**config.mk**
```make
export PLATFORM = sky130hd
export DESIGN_NAME = lsu
export DESIGN_NICKNAME = d
export VERILOG_FILES = /design/src/rtl/npc_pkg.sv /design/src/rtl/lsu_align.sv /design/src/rtl/lsu.sv
export SDC_FILE = /design/constraint.sdc
export NUM_CORES = 1
export LEC_CHECK = 0
export ABC_AREA = 1
export CAP_MARGIN = 5
export CORE_UTILIZATION = 40
export CTS_BUF_LIST = sky130_fd_sc_hd__clkbuf_4 sky130_fd_sc_hd__clkbuf_8
export CTS_CLUSTER_SIZE = 14
export DETAILED_ROUTE_END_ITERATION = 6
export PLACE_DENSITY = 0.84
export SKIP_CTS_REPAIR_TIMING = 1
export SLEW_MARGIN = 40
export SYNTH_ARGS = -nofsm -noshare
export SYNTH_HDL_FRONTEND = slang
export SYNTH_SLANG_ARGS = --single-unit
```
**constraint.sdc**
```tcl
create_clock -name clk -period 2.9 [get_ports clk]
set_clock_uncertainty 0.15 [all_clocks]
set_input_delay 0.58 -clock clk [delete_from_list [all_inputs] [get_ports clk]]
set_output_delay 0.58 -clock clk [all_outputs]
set_load 0.05 [all_outputs]
```
**src/rtl/npc_pkg.sv**
```systemverilog
// Shared NPC core types for the load/store unit: funct3 encodings, FSM
// states and the latched request record.
package npc_pkg;

  localparam int unsigned XLEN = 32;

  localparam logic [2:0] F3_B  = 3'b000;
  localparam logic [2:0] F3_H  = 3'b001;
  localparam logic [2:0] F3_W  = 3'b010;
  localparam logic [2:0] F3_BU = 3'b100;
  localparam logic [2:0] F3_HU = 3'b101;

  typedef enum logic [1:0] {
    IDLE = 2'd0,
    REQ  = 2'd1,
    WAIT = 2'd2,
    RESP = 2'd3
  } lsu_state_t;

  // Request fields still needed after the bus phase has been set up
  typedef struct packed {
    logic       we;
    logic [2:0] funct3;
    logic [1:0] off;
  } lsu_req_t;

  // Half accesses must be 2-byte aligned and word (or unknown) accesses 4-byte aligned
  function automatic logic misaligned(input logic [2:0] f3, input logic [1:0] off);
    case (f3)
      F3_B, F3_BU: misaligned = 1'b0;
      F3_H, F3_HU: misaligned = off[0];
      default:     misaligned = (off != 2'b00);
    endcase
  endfunction

endpackage

```
**src/rtl/lsu_align.sv**
```systemverilog
// Byte-lane steering: store data/strobe generation and load data
// extraction with sign/zero extension. Purely combinational.
module lsu_align
  import npc_pkg::*;
(
  input  logic [2:0]      st_funct3,
  input  logic [1:0]      st_off,
  input  logic [XLEN-1:0] st_wdata,
  output logic [3:0]      st_wmask_c,
  output logic [XLEN-1:0] st_wdata_c,
  input  logic [2:0]      ld_funct3,
  input  logic [1:0]      ld_off,
  input  logic [XLEN-1:0] ld_rdata,
  output logic [XLEN-1:0] ld_rdata_c
);

  logic [7:0]  ld_b;
  logic [15:0] ld_h;

  // Store path: strobe shifted to the addressed lanes, data replicated
  always_comb begin
    st_wmask_c = 4'b1111;
    st_wdata_c = st_wdata;
    case (st_funct3)
      F3_B: begin
        st_wmask_c = 4'b0001 << st_off;
        st_wdata_c = {4{st_wdata[7:0]}};
      end
      F3_H: begin
        st_wmask_c = 4'b0011 << {st_off[1], 1'b0};
        st_wdata_c = {2{st_wdata[15:0]}};
      end
      default: begin
        st_wmask_c = 4'b1111;
        st_wdata_c = st_wdata;
      end
    endcase
  end

  // Load path: pick the addressed byte/half and extend per funct3
  always_comb begin
    ld_b       = ld_rdata[{ld_off, 3'b000} +: 8];
    ld_h       = ld_rdata[{ld_off[1], 4'b0000} +: 16];
    ld_rdata_c = ld_rdata;
    case (ld_funct3)
      F3_B:    ld_rdata_c = {{(XLEN-8){ld_b[7]}}, ld_b};
      F3_BU:   ld_rdata_c = {{(XLEN-8){1'b0}}, ld_b};
      F3_H:    ld_rdata_c = {{(XLEN-16){ld_h[15]}}, ld_h};
      F3_HU:   ld_rdata_c = {{(XLEN-16){1'b0}}, ld_h};
      default: ld_rdata_c = ld_rdata;
    endcase
  end

endmodule

```
**src/rtl/lsu.sv**
```systemverilog
// Multi-cycle load/store unit: one req/gnt + rvalid bus transaction per
// accepted request, result returned over a valid/ready handshake.
// Optional: define LSU_MISALIGN_CHECK_EN to reject misaligned half/word
// accesses with out_err=1 and no bus request.
module lsu
  import npc_pkg::*;
#(
  parameter int unsigned ADDR_W = 32
) (
  input  logic              clk,
  input  logic              rst_n,
  input  logic              in_valid,
  output logic              in_ready,
  input  logic [ADDR_W-1:0] in_addr,
  input  logic [XLEN-1:0]   in_wdata,
  input  logic              in_we,
  input  logic [2:0]        in_funct3,
  output logic              out_valid,
  input  logic              out_ready,
  output logic [XLEN-1:0]   out_rdata,
  output logic              out_err,
  output logic              mem_req,
  input  logic              mem_gnt,
  output logic              mem_we,
  output logic [ADDR_W-1:0] mem_addr,
  output logic [3:0]        mem_wmask,
  output logic [XLEN-1:0]   mem_wdata,
  input  logic              mem_rvalid,
  input  logic [XLEN-1:0]   mem_rdata
);

  lsu_state_t        state_q, state_d;
  lsu_req_t          req_q, req_d;
  logic              in_ready_d, out_valid_d, out_err_d;
  logic              mem_req_d, mem_we_d;
  logic [XLEN-1:0]   out_rdata_d, mem_wdata_d;
  logic [ADDR_W-1:0] mem_addr_d;
  logic [3:0]        mem_wmask_d;

  logic [3:0]        st_wmask_c;
  logic [XLEN-1:0]   st_wdata_c;
  logic [XLEN-1:0]   ld_rdata_c;

  lsu_align u_align (
    .st_funct3  (in_funct3),
    .st_off     (in_addr[1:0]),
    .st_wdata   (in_wdata),
    .st_wmask_c (st_wmask_c),
    .st_wdata_c (st_wdata_c),
    .ld_funct3  (req_q.funct3),
    .ld_off     (req_q.off),
    .ld_rdata   (mem_rdata),
    .ld_rdata_c (ld_rdata_c)
  );

  // Next-state and next-output logic; every register holds by default
  always_comb begin
    state_d     = state_q;
    req_d       = req_q;
    in_ready_d  = in_ready;
    out_valid_d = out_valid;
    out_rdata_d = out_rdata;
    out_err_d   = out_err;
    mem_req_d   = mem_req;
    mem_we_d    = mem_we;
    mem_addr_d  = mem_addr;
    mem_wmask_d = mem_wmask;
    mem_wdata_d = mem_wdata;
    case (state_q)
      IDLE: begin
        if (in_valid) begin
          req_d       = '{we: in_we, funct3: in_funct3, off: in_addr[1:0]};
          in_ready_d  = 1'b0;
          out_err_d   = 1'b0;
          mem_addr_d  = {in_addr[ADDR_W-1:2], 2'b00};
          mem_we_d    = in_we;
          mem_wmask_d = in_we ? st_wmask_c : 4'b0000;
          mem_wdata_d = in_we ? st_wdata_c : '0;
          mem_req_d   = 1'b1;
          state_d     = REQ;
`ifdef LSU_MISALIGN_CHECK_EN
          if (misaligned(in_funct3, in_addr[1:0])) begin
            mem_req_d   = 1'b0;
            mem_we_d    = 1'b0;
            mem_wmask_d = 4'b0000;
            out_valid_d = 1'b1;
            out_err_d   = 1'b1;
            out_rdata_d = '0;
            state_d     = RESP;
          end
`endif
        end
      end
      REQ: begin
        if (mem_gnt) begin
          mem_req_d = 1'b0;
          state_d   = WAIT;
        end
      end
      WAIT: begin
        if (mem_rvalid) begin
          out_valid_d = 1'b1;
          out_err_d   = 1'b0;
          out_rdata_d = req_q.we ? '0 : ld_rdata_c;
          state_d     = RESP;
        end
      end
      RESP: begin
        if (out_ready) begin
          out_valid_d = 1'b0;
          in_ready_d  = 1'b1;
          state_d     = IDLE;
        end
      end
      default: state_d = IDLE;
    endcase
  end

  // State and registered outputs
  always_ff @(posedge clk or negedge rst_n) begin
    if (!rst_n) begin
      state_q   <= IDLE;
      req_q     <= '0;
      in_ready  <= 1'b1;
      out_valid <= 1'b0;
      out_rdata <= '0;
      out_err   <= 1'b0;
      mem_req   <= 1'b0;
      mem_we    <= 1'b0;
      mem_addr  <= '0;
      mem_wmask <= 4'b0000;
      mem_wdata <= '0;
    end else begin
      state_q   <= state_d;
      req_q     <= req_d;
      in_ready  <= in_ready_d;
      out_valid <= out_valid_d;
      out_rdata <= out_rdata_d;
      out_err   <= out_err_d;
      mem_req   <= mem_req_d;
      mem_we    <= mem_we_d;
      mem_addr  <= mem_addr_d;
      mem_wmask <= mem_wmask_d;
      mem_wdata <= mem_wdata_d;
    end
  end

endmodule

```
After elaboration in Yosys (flattened, before gate mapping) --
Index checks and enable logic that the tools add are counted.
Operators by class: equal/unequal tests 11, muxes and demuxes 22, shift operators 4, reduce and logical (&&, ||, !) cells 14
Operator list (count):
- 32-bit case mux with 4 select lines | 1
- 32-bit 2-to-1 mux | 2
- 32-bit case mux with 2 select lines | 1
- 32-bit by 6-bit indexed part select with 16-bit output | 1
- 32-bit by 6-bit indexed part select with 8-bit output | 1
- 3-bit AND reduction | 4
- 2-bit 2-to-1 mux | 4
- 2-bit != test (second input constant) | 4
- 1-bit case mux with 2 select lines | 4
- 2-bit case mux with 4 select lines | 1
- 4-bit case mux with 2 select lines | 1
- 2-bit nonzero test | 4
- 1-bit 2-to-1 mux | 7
- 3-bit by 1-bit equality test with 1-bit output (second input constant) | 2
- 3-bit equality test (second input constant) | 2
- 3-bit logical NOT | 2
- 2-bit equality test (second input constant) | 2
- 4-bit 2-to-1 mux | 1
- 2-bit AND reduction | 2
- 4-bit AND reduction | 1
- 1-bit by 2-bit left shift with 4-bit output (first input constant) | 1
- 2-bit by 2-bit left shift with 4-bit output (first input constant) | 1
- 2-bit by 1-bit equality test with 1-bit output (second input constant) | 1
- 2-bit logical NOT | 1
Storage, ports and cells: output and inout bits 105, bits of input ports 106, logic and storage cells 63, bits in registers 110

Logic depth before layout (Yosys ltp) --
Gate-level depths: netlist of the first run.
depth after elaboration 3, mapped depth 10, mapped depth without buffers 8

Hierarchy --
Synthesis of the first run repeated with hierarchy kept, for this count alone.
Second synthesis, totals: cell total of the unflattened synthesis 785, area total of the unflattened synthesis 5790.6 um2
By module, submodules not included:
- lsu | instances 1, cells an instance 494, area each 4379.2 um2, sequential area each 2728.9 um2
- lsu_align | instances 1, cells an instance 291, area each 1411.4 um2, sequential area each 0.0 um2

Least setup slack after synthesis of the first run --
OpenSTA, ideal clock, no wires.
kind register to register, start point reg state_q[0], end point reg out_rdata[21], cell stages (with the launch flop) 10, library setup time 0.118 ns, data required time 2.632 ns, data arrival time 1.336 ns, buffers on the path 1, period minus slack after synthesis 1.604 ns, setup slack 1.296 ns, cells stage by stage dfrtp_1 > inv_1 > ha_1 > nand2_2 > nor2_2 > inv_2 > clkbuf_1 > nor2_1 > nand2_2 > nand2_1
On the way: cells in the longest elaborated chain, start to end 2
RTL lines:
- start: declaration | line lsu.sv:32 | lsu_state_t state_q, state_d;
- start signal: assignment | line lsu.sv:134 | state_q <= state_d;
- 2-bit equality test | line lsu.sv:69 | case (state_q)
- 2-bit AND reduction (no source line)
- end signal: assignment | line lsu.sv:138 | out_rdata <= out_rdata_d;
- end: declaration | line lsu.sv:20 | output logic [XLEN-1:0] out_rdata,
No other way between the ends. A chain may end at the register's enable or synchronous reset.

Worst setup path in the final report of the first run --
start point reg in_ready, end point out in_ready
RTL lines:
- start: declaration | line lsu.sv:13 | output logic in_ready,
- start signal: assignment | line lsu.sv:136 | in_ready <= in_ready_d;
No word-level cell between the ends.

==> run_results.csv, run 1 <==
group,metric,value,unit
timing,finalHoldViolations,0,
clocking,path_clk_slew,0.10,ns
route,drt-total-wl,15090,um
yosys,syn_inst,643,
critical_path,critical_path_class,"reg -> out",
yosys,synth.area.top_cells,"dfrtp_1 (52%), nand2_1 (18%), o21ai_0 (6.2%)",
floorplan,io_pins,211,
floorplan,die_y,116.0,um
clocking,htree_levels,3,
critical_path,path_depth,1,
timing,holdWs,0.05543,ns
layout,num_antenna_cells,0,
floorplan,dieArea,0.01345,mm2
global_route,grt_pass1_wl,23340,um
critical_path,r2r_cells,7,
timing,period_needed,2.444,ns
yosys,synth_cell_type_count,34,
global_route,grt_pass1_vias,4799,
yosys,synth-seq-area-share,52.50,%
pwr,p_leak,3.603,nW
route,dr_total_vias,5037,
layout,num-nets-final,949,
yosys,syn-cell-area,0.005197,mm2
clocking,ctsLongestPathBuffers,2,
placement,port-buffer-count,207,
yosys,yosys_warnings,0,
outcome,status,"finished clean",
pwr,vdd_drop_max,0.8014,mV
clocking,clock-sinks,109,
hold_path,hp-class,"in -> async",
pwr,power.density,1240,mW/mm2
timing,slew_headroom,58.09,%
yosys,synth_seq_cells,109,
clocking,clock_latency,0.37,ns
critical_path,cp_top_family,"buffers and inverters",
route,drc,0,
yosys,synth_edf_count,0,
route,dr.pass1.iters,4,
global_route,grt-ovfl-total,0,
layout,syn_to_final_growth,46.24,%
yosys,ys.flop_type,"dfrtp_1",
critical_path,cp.arrival,1.71,ns
yosys,synth_commonest_cells,"nand2_1 (251), dfrtp_1 (108), nor2_1 (68)",
global_route,antenna_found_initial,0,
timing,finalMaxSlewViolations,0,
floorplan,start_util,41.19,%
flow_run,drv_cap,0,
clocking,cts_tree,"done",
timing,setup_tns,0,ns
timing,period_share,84.28,%
route,ant_nets,0,
floorplan,die_w,116.0,um
floorplan,core_area,0.01262,mm2
placement,dpl.cell_count,1000,
yosys,synth_area_leader_cell,"dfrtp_1",
floorplan,rows,41,
yosys,async_flop_share,100.0,%
route,routedWlPerCell,14.86,um
placement,gp_congestion,0.8711,
timing,fmax,409.2,MHz
clocking,root_buffer,"clkbuf_8",
critical_path,crit_buf_inv,1,
yosys,syn_area_per_cell,8.083,um2
critical_path,start_kind,"flop",
timing,setup_viol,0,
clocking,cts_made_buffers,9,
critical_path,crit_slowest_cell,"clkdlybuf4s50_1",
placement,hpwl,11190,um
layout,finalNonFillerCells,1016,
critical_path,path_cells,"clkdlybuf4s50_1",
critical_path,max_stage_delay,0.80,ns
global_route,grt_max_degree,53,
yosys,yosysMostFrequentCell,"nand2_1",
route,drt-initial-drc-count,367,
timing,rsz0062_at_grt,"false",
critical_path,path_max_fanout,2,
timing,max_slew.worst_pin.slew,0.6287,ns
yosys,netlist.area_leader.share,52.00,%
critical_path,crit_required,2.17,ns
critical_path,end_kind,"primary output",
route,viasPerCell,4.958,
layout,drive_above_1_share,6.280,%
global_route,grt.total_usage,22.65,%
layer usage:
metal  vias to the layer above  part of all wire, %  wire (um)  GRT usage [%]
met4                         0                  2.0        301          8.034
li1                       2442                    -          -              -
met1                      2373                   40       5998          26.65
met5                         -                    0          0              0
met2                       202                   48       7278          38.25
met3                        20                   10       1513          8.002
flip-flops by register name, summed over array words and instances, names as in the netlist:
name       cells
req_q          6
in_ready       1
mem_addr      30
state_q        2
out_valid      1
mem_wmask      4
mem_wdata     32
out_rdata     32
mem_req        1
cell type report:
type / count / area (um2)
inverters: 29 / 113.9
repair buffers: 218 / 2165
flip-flops and latches: 109 / 2729
clock buffers: 9 / 123.9
multi-input cells: 472 / 2173
well taps: 172 / 215.2
fillers: 1132 / 5019
clock inverters: 7 / 81.33
cells in the final DEF (no fill, tap or decap), types with 2 or more instances in the layout:
master	Yosys	layout
conb_1	1	3
nor2_2	3	3
a22o_1	8	8
ha_1	4	4
clkinvlp_4	0	3
dfrtp_1	108	108
buf_4	6	11
clkdlybuf4s50_1	0	206
a21oi_1	16	16
o21ai_0	64	64
o21ai_1	8	8
o211ai_1	14	14
inv_2	4	4
inv_1	23	23
nand3_1	7	7
nand2_1	251	251
nand2_8	2	2
nor2_1	68	68
nand2_4	3	3
nand2_2	5	5
o22ai_1	8	8
nand3_4	2	2
inv_6	1	2
clkbuf_8	0	9
where the power goes:
group	internal, mW	leakage [nW]	switching [mW]	total, mW
Clock	0.410	0.0940	0.551	0.961
Sequential	2.21	1.39	0.489	2.70
Combinational	1.86	2.12	3.91	5.77
worst paths after layout:
kind                                     from             to  slack, ns
worst max-delay path                 in_ready       in_ready       0.46
worst min-delay path                    rst_n      out_valid       0.06
worst max register to register     state_q[0]    mem_addr[7]       0.94
worst min register to register  out_rdata[17]  out_rdata[17]       0.34
max in group asynchronous               rst_n    mem_addr[8]       1.85
min in group clk                out_rdata[17]  out_rdata[17]       0.34
through the flow:
step,power (mW),instance area (um2),worst slack (ns),utilization [%]
after floorplan,6.604,5205,1.297,-
after global placement,8.400,7396,0.6542,58.61
after detailed placement,8.492,7396,0.6256,58.61
after CTS,9.472,7601,0.4295,60.23
after global routing,9.961,7601,0.4061,60.23
final,9.429,7601,0.4559,60.23
logic make-up after synthesis:
logic type / Yosys count / share of synthesized area (%)
buffers and inverters: 64 / 5.825
adders and majority gates: 4 / 0.9630
and+or+nand+nor: 344 / 27.30
DFF: 109 / 52.50
other: 1 / 0.07215
AOI/OAI and AO/OA: 121 / 13.34
No activity file was read; power rests on OpenSTA's default activity.
==> inputs of run 2 (changes only) <==
--- a/config.mk
+++ b/config.mk
@@ -11,7 +11,7 @@
 export CTS_BUF_LIST = sky130_fd_sc_hd__clkbuf_4 sky130_fd_sc_hd__clkbuf_8
 export CTS_CLUSTER_SIZE = 14
 export DETAILED_ROUTE_END_ITERATION = 6
-export PLACE_DENSITY = 0.84
+export PLACE_DENSITY = 0.87
 export SKIP_CTS_REPAIR_TIMING = 1
 export SLEW_MARGIN = 40
 export SYNTH_ARGS = -nofsm -noshare
==> constraint.sdc (replaced) <==
create_clock -name clk -period 2.13 [get_ports clk]
set_clock_uncertainty 0.15 [all_clocks]
set_input_delay 0.426 -clock clk [delete_from_list [all_inputs] [get_ports clk]]
set_output_delay 0.426 -clock clk [all_outputs]
set_load 0.05 [all_outputs]
==> run_results.csv, run 2 (same netlist as run 1, synthesis figures left out) <==
group,metric,value,unit
clocking,path_clk_slew,0.11,ns
timing,holdWs,0.3038,ns
outcome,status,"finished clean",
layout,layout_commonest_cell,"nand2_1",
route,routedWlPerCell,15.32,um
layout,num_antenna_cells,0,
global_route,grt-ovfl-total,0,
timing,fmax,553.5,MHz
critical_path,timing.rr.start,"state_q[0]",
global_route,grt_max_degree,53,
floorplan,die_w,116.0,um
layout,finalNonFillerCells,1019,
critical_path,timing.rr.end,"mem_wdata[19]",
layout,mostFrequentLayoutCells,"nand2_1 (251), dfrtp_1 (108), clkdlybuf4s50_1 (104), dlymetal6s2s_1 (78), nor2_1 (68)",
timing,period_share,84.82,%
route,drt-initial-drc-count,399,
placement,gp_congestion,0.8564,
timing,finalHoldViolations,0,
global_route,grt_pass1_wl,23640,um
floorplan,die_y,116.0,um
layout,syn_to_final_growth,49.33,%
route,dr.pass1.iters,5,
global_route,antenna_found_initial,0,
critical_path,critical_path_class,"reg -> reg",
floorplan,io_pins,211,
route,ant_nets,0,
clocking,htree_levels,3,
pwr,vdd_drop_max,0.9727,mV
critical_path,crit_required,2.28,ns
timing,rsz0062_at_grt,"false",
floorplan,start_util,41.19,%
floorplan,dieArea,0.01345,mm2
clocking,root_buffer,"clkbuf_8",
timing,slew_headroom,63.92,%
clocking,cts_made_buffers,9,
clocking,clock_latency,0.39,ns
timing,setup_tns,0,ns
critical_path,rrSetupSlack,0.32,ns
critical_path,path_max_fanout,32,
timing,period_needed,1.807,ns
hold_path,hp-class,"in -> async",
layout,drive_above_1_share,9.327,%
clocking,clock-sinks,109,
timing,setup_viol,0,
placement,hpwl,11170,um
critical_path,end_kind,"flop",
route,viasPerCell,4.974,
clocking,ctsLongestPathBuffers,2,
global_route,grt.total_usage,23.14,%
pwr,p_leak,4.723,nW
route,drt-total-wl,15620,um
flow_run,drv_cap,0,
floorplan,core_area,0.01262,mm2
timing,max_slew.worst_pin.slew,0.5403,ns
placement,dpl.cell_count,1002,
global_route,grt_pass1_vias,4755,
placement,port-buffer-count,207,
layout,biggestRegsByFlops,"mem_wdata x32, out_rdata x32, mem_addr x30",
timing,finalMaxSlewViolations,0,
route,dr_total_vias,5069,
critical_path,crit_start,"state_q[0]",
critical_path,start_kind,"flop",
critical_path,r2r_cells,7,
critical_path,cp-endpoint,"mem_wdata[19]",
route,drc,0,
floorplan,rows,41,
pwr,power.density,1629,mW/mm2
clocking,cts_tree,"done",
critical_path,cp.arrival,1.96,ns
layout,num-nets-final,952,
run 2: metal layers:
metal	GRT usage [%]	share of wire, %	wire (um)
met1	29.81	40	6321
met2	36.90	48	7454
met3	5.701	9.1	1427
met4	10.51	2.6	412
met5	0	0	0
run 2: layout make-up:
class	instances	area [um2]
fillers	1060	4858
well taps	172	215.2
flip-flops and latches	109	2729
clock inverters	7	56.30
repair buffers	221	2350
inverters	29	113.9
clock buffers	9	123.9
multi-input cells	472	2173
run 2: worst min-delay path by stage:
stage          start  slack [ns]           end
2_1_floorplan  rst_n       -0.02  mem_addr[10]
3_3_place_gp   rst_n        0.16     out_valid
3_5_place_dp   rst_n        0.16     out_valid
4_1_cts        rst_n       -0.27      req_q[1]
5_1_grt        rst_n        0.34  mem_wmask[2]
6_report       rst_n        0.30  mem_wmask[0]
run 2: through the flow:
stage,instance area [um2],utilization [%],worst slack [ns],power (mW)
after detailed placement,7376,58.45,0.1305,11.54
after CTS,7556,59.88,-0.06793,12.77
after global routing,7761,61.50,0.1931,13.36
after floorplan,5205,-,0.5265,8.991
after global placement,7376,58.45,0.1750,11.40
final,7761,61.50,0.3233,12.64
run 2: power breakdown:
| part | leakage (nW) | switching, mW | internal, mW |
|---|---|---|---|
| Sequential | 1.39 | 0.578 | 3.01 |
| Clock | 0.0842 | 0.764 | 0.440 |
| Combinational | 3.25 | 5.42 | 2.42 |
| Total | 4.72 | 6.76 | 5.88 |
run 2: critical path, stage by stage (launching register included):
cell     delay, ns
dfrtp_1       0.43
inv_1         0.11
ha_1          0.24
nand2_2       0.11
nor2_2        0.14
buf_12        0.18
o21ai_0       0.12
o21ai_0       0.22
==> inputs of run 3 (changes only) <==
--- a/config.mk
+++ b/config.mk
@@ -11,7 +11,7 @@
 export CTS_BUF_LIST = sky130_fd_sc_hd__clkbuf_4 sky130_fd_sc_hd__clkbuf_8
 export CTS_CLUSTER_SIZE = 14
 export DETAILED_ROUTE_END_ITERATION = 6
-export PLACE_DENSITY = 0.87
+export PLACE_DENSITY = 0.84
 export SKIP_CTS_REPAIR_TIMING = 1
 export SLEW_MARGIN = 40
 export SYNTH_ARGS = -nofsm -noshare
==> constraint.sdc (replaced) <==
create_clock -name clk -period 1.7 [get_ports clk]
set_clock_uncertainty 0.15 [all_clocks]
set_input_delay 0.34 -clock clk [delete_from_list [all_inputs] [get_ports clk]]
set_output_delay 0.34 -clock clk [all_outputs]
set_load 0.05 [all_outputs]
==> run_results.csv, run 3 (same netlist as run 1, synthesis figures left out) <==
group,metric,value,unit
critical_path,start_kind,"flop",
floorplan,start_util,41.19,%
global_route,antenna_found_initial,0,
clocking,cts_tree,"done",
layout,drive_above_1_share,22.44,%
placement,gp_congestion,0.9043,
clocking,cts_made_buffers,9,
pwr,switching_power,9.360,mW
timing,period_share,103.1,%
layout,mostFrequentLayoutCells,"nand2_1 (250), dfrtp_1 (108), buf_12 (108), clkdlybuf4s50_1 (104), nor2_1 (67)",
route,drc,0,
timing,period_needed,1.752,ns
clocking,ctsLongestPathBuffers,2,
global_route,grt-ovfl-total,0,
global_route,grt_max_degree,37,
pwr,vdd_drop_max,1.129,mV
layout,biggestRegsByFlops,"mem_wdata x32, out_rdata x32, mem_addr x30",
critical_path,timing.rr.start,"state_q[0]",
critical_path,crit_slowest_cell,"dfrtp_1",
route,drt-initial-drc-count,404,
route,ant_nets,0,
clocking,clock-sinks,109,
pwr,power_frac_seq,26.2,%
timing,setup_ws,-0.05243,ns
critical_path,path_max_fanout,7,
placement,port-buffer-count,207,
critical_path,max_stage_delay,0.42,ns
layout,fin_util,71.59,%
layout,syn_to_final_growth,73.83,%
pwr,intPower,10.33,mW
pwr,power.density,2179,mW/mm2
route,routedWlPerCell,16.64,um
outcome,status,"finished, violations left",
critical_path,crit_required,1.87,ns
critical_path,rrSetupSlack,-0.05,ns
critical_path,crit_buf_inv,4,
critical_path,crit_start,"state_q[0]",
route,viasPerCell,5.132,
timing,fmax,570.6,MHz
layout,num_antenna_cells,0,
floorplan,io_pins,211,
outcome,violations,"setup timing",
floorplan,die_w,116.0,um
route,drt-total-wl,17480,um
critical_path,cp_top_family,"buffers and inverters",
pwr,p_comb_share,65.5,%
hold_path,hp-class,"in -> async",
floorplan,dieArea,0.01345,mm2
global_route,grt_pass1_vias,5255,
critical_path,cp.arrival,1.92,ns
layout,num-nets-final,983,
route,dr_total_vias,5389,
layout,fill_cells,881,
placement,dpl_cell_area,0.008652,mm2
flow_run,drv_cap,0,
placement,pre_cts_ws,-0.2819,ns
clocking,path_clk_slew,0.10,ns
global_route,grt.total_usage,25.53,%
critical_path,path_cells,"inv_2 > ha_4 > nand2_4 > nor2_4 > clkbuf_16 > buf_6 > buf_4 > a22o_1",
floorplan,rows,41,
critical_path,end_kind,"flop",
layout,final_area,0.009035,mm2
critical_path,critical_path_class,"reg -> reg",
placement,hpwl,12800,um
route,dr.pass1.iters,5,
timing,rsz0062_at_grt,"true",
floorplan,core_area,0.01262,mm2
timing,holdWs,0.2864,ns
timing,setup_viol,5,
pwr,p_clk_share,8.3,%
timing,finalMaxSlewViolations,0,
clocking,clock_latency,0.39,ns
pwr,p_leak,4.341,nW
global_route,grt_pass1_wl,25980,um
timing,finalHoldViolations,0,
clocking,root_buffer,"clkbuf_8",
floorplan,die_y,116.0,um
pwr,switching_share,47.55,%
layout,layout_commonest_cell,"nand2_1",
clocking,htree_levels,3,
run 3: cell type report:
class | instances | area [um2] | area share [%]
Tap cell | 172 | 215.2 | 2.382
Clock inverter | 7 | 75.07 | 0.8309
Timing Repair Buffer | 252 | 3556 | 39.36
Multi-Input combinational cell | 472 | 2220 | 24.57
Sequential cell | 109 | 2729 | 30.20
Inverter | 29 | 116.4 | 1.288
Clock buffer | 9 | 123.9 | 1.371
run 3: worst paths after layout:
check	to	cells past startpoint
max in group asynchronous	out_rdata[1]	3
setup reg to reg	mem_wdata[3]	8
min in group clk	mem_addr[12]	3
hold reg to reg	mem_addr[28]	2
hold / removal	out_rdata[13]	2
setup / recovery	mem_wdata[3]	8
run 3: power by group through the flow:
| stage | Clock, mW | Sequential (mW) | Combinational, mW |
|---|---|---|---|
| 2_1_floorplan | 0 | 8.28 | 2.99 |
| 3_3_place_gp | 0 | 5.12 | 12.4 |
| 3_5_place_dp | 0 | 5.18 | 12.6 |
| 4_1_cts | 1.65 | 5.16 | 12.7 |
| 5_1_grt | 1.77 | 5.31 | 13.6 |
| 6_report | 1.63 | 5.16 | 12.9 |
run 3: routing by layer:
metal / vias up / wire length (um) / track usage (%)
met5: - / 0 / 0
met1: 2535 / 6357 / 28.19
li1: 2519 / - / -
met4: 0 / 787 / 14.19
met2: 280 / 8652 / 43.45
met3: 55 / 1678 / 8.316
run 3: stage by stage:
stage,std cells,total power [mW],TNS [ns]
2_1_floorplan,645,11.27,0
3_3_place_gp,1023,17.52,-5.041
3_5_place_dp,1023,17.83,-7.609
4_1_cts,1039,19.47,-0.01581
5_1_grt,1050,20.67,-1.035
6_report,1050,19.69,-0.1208
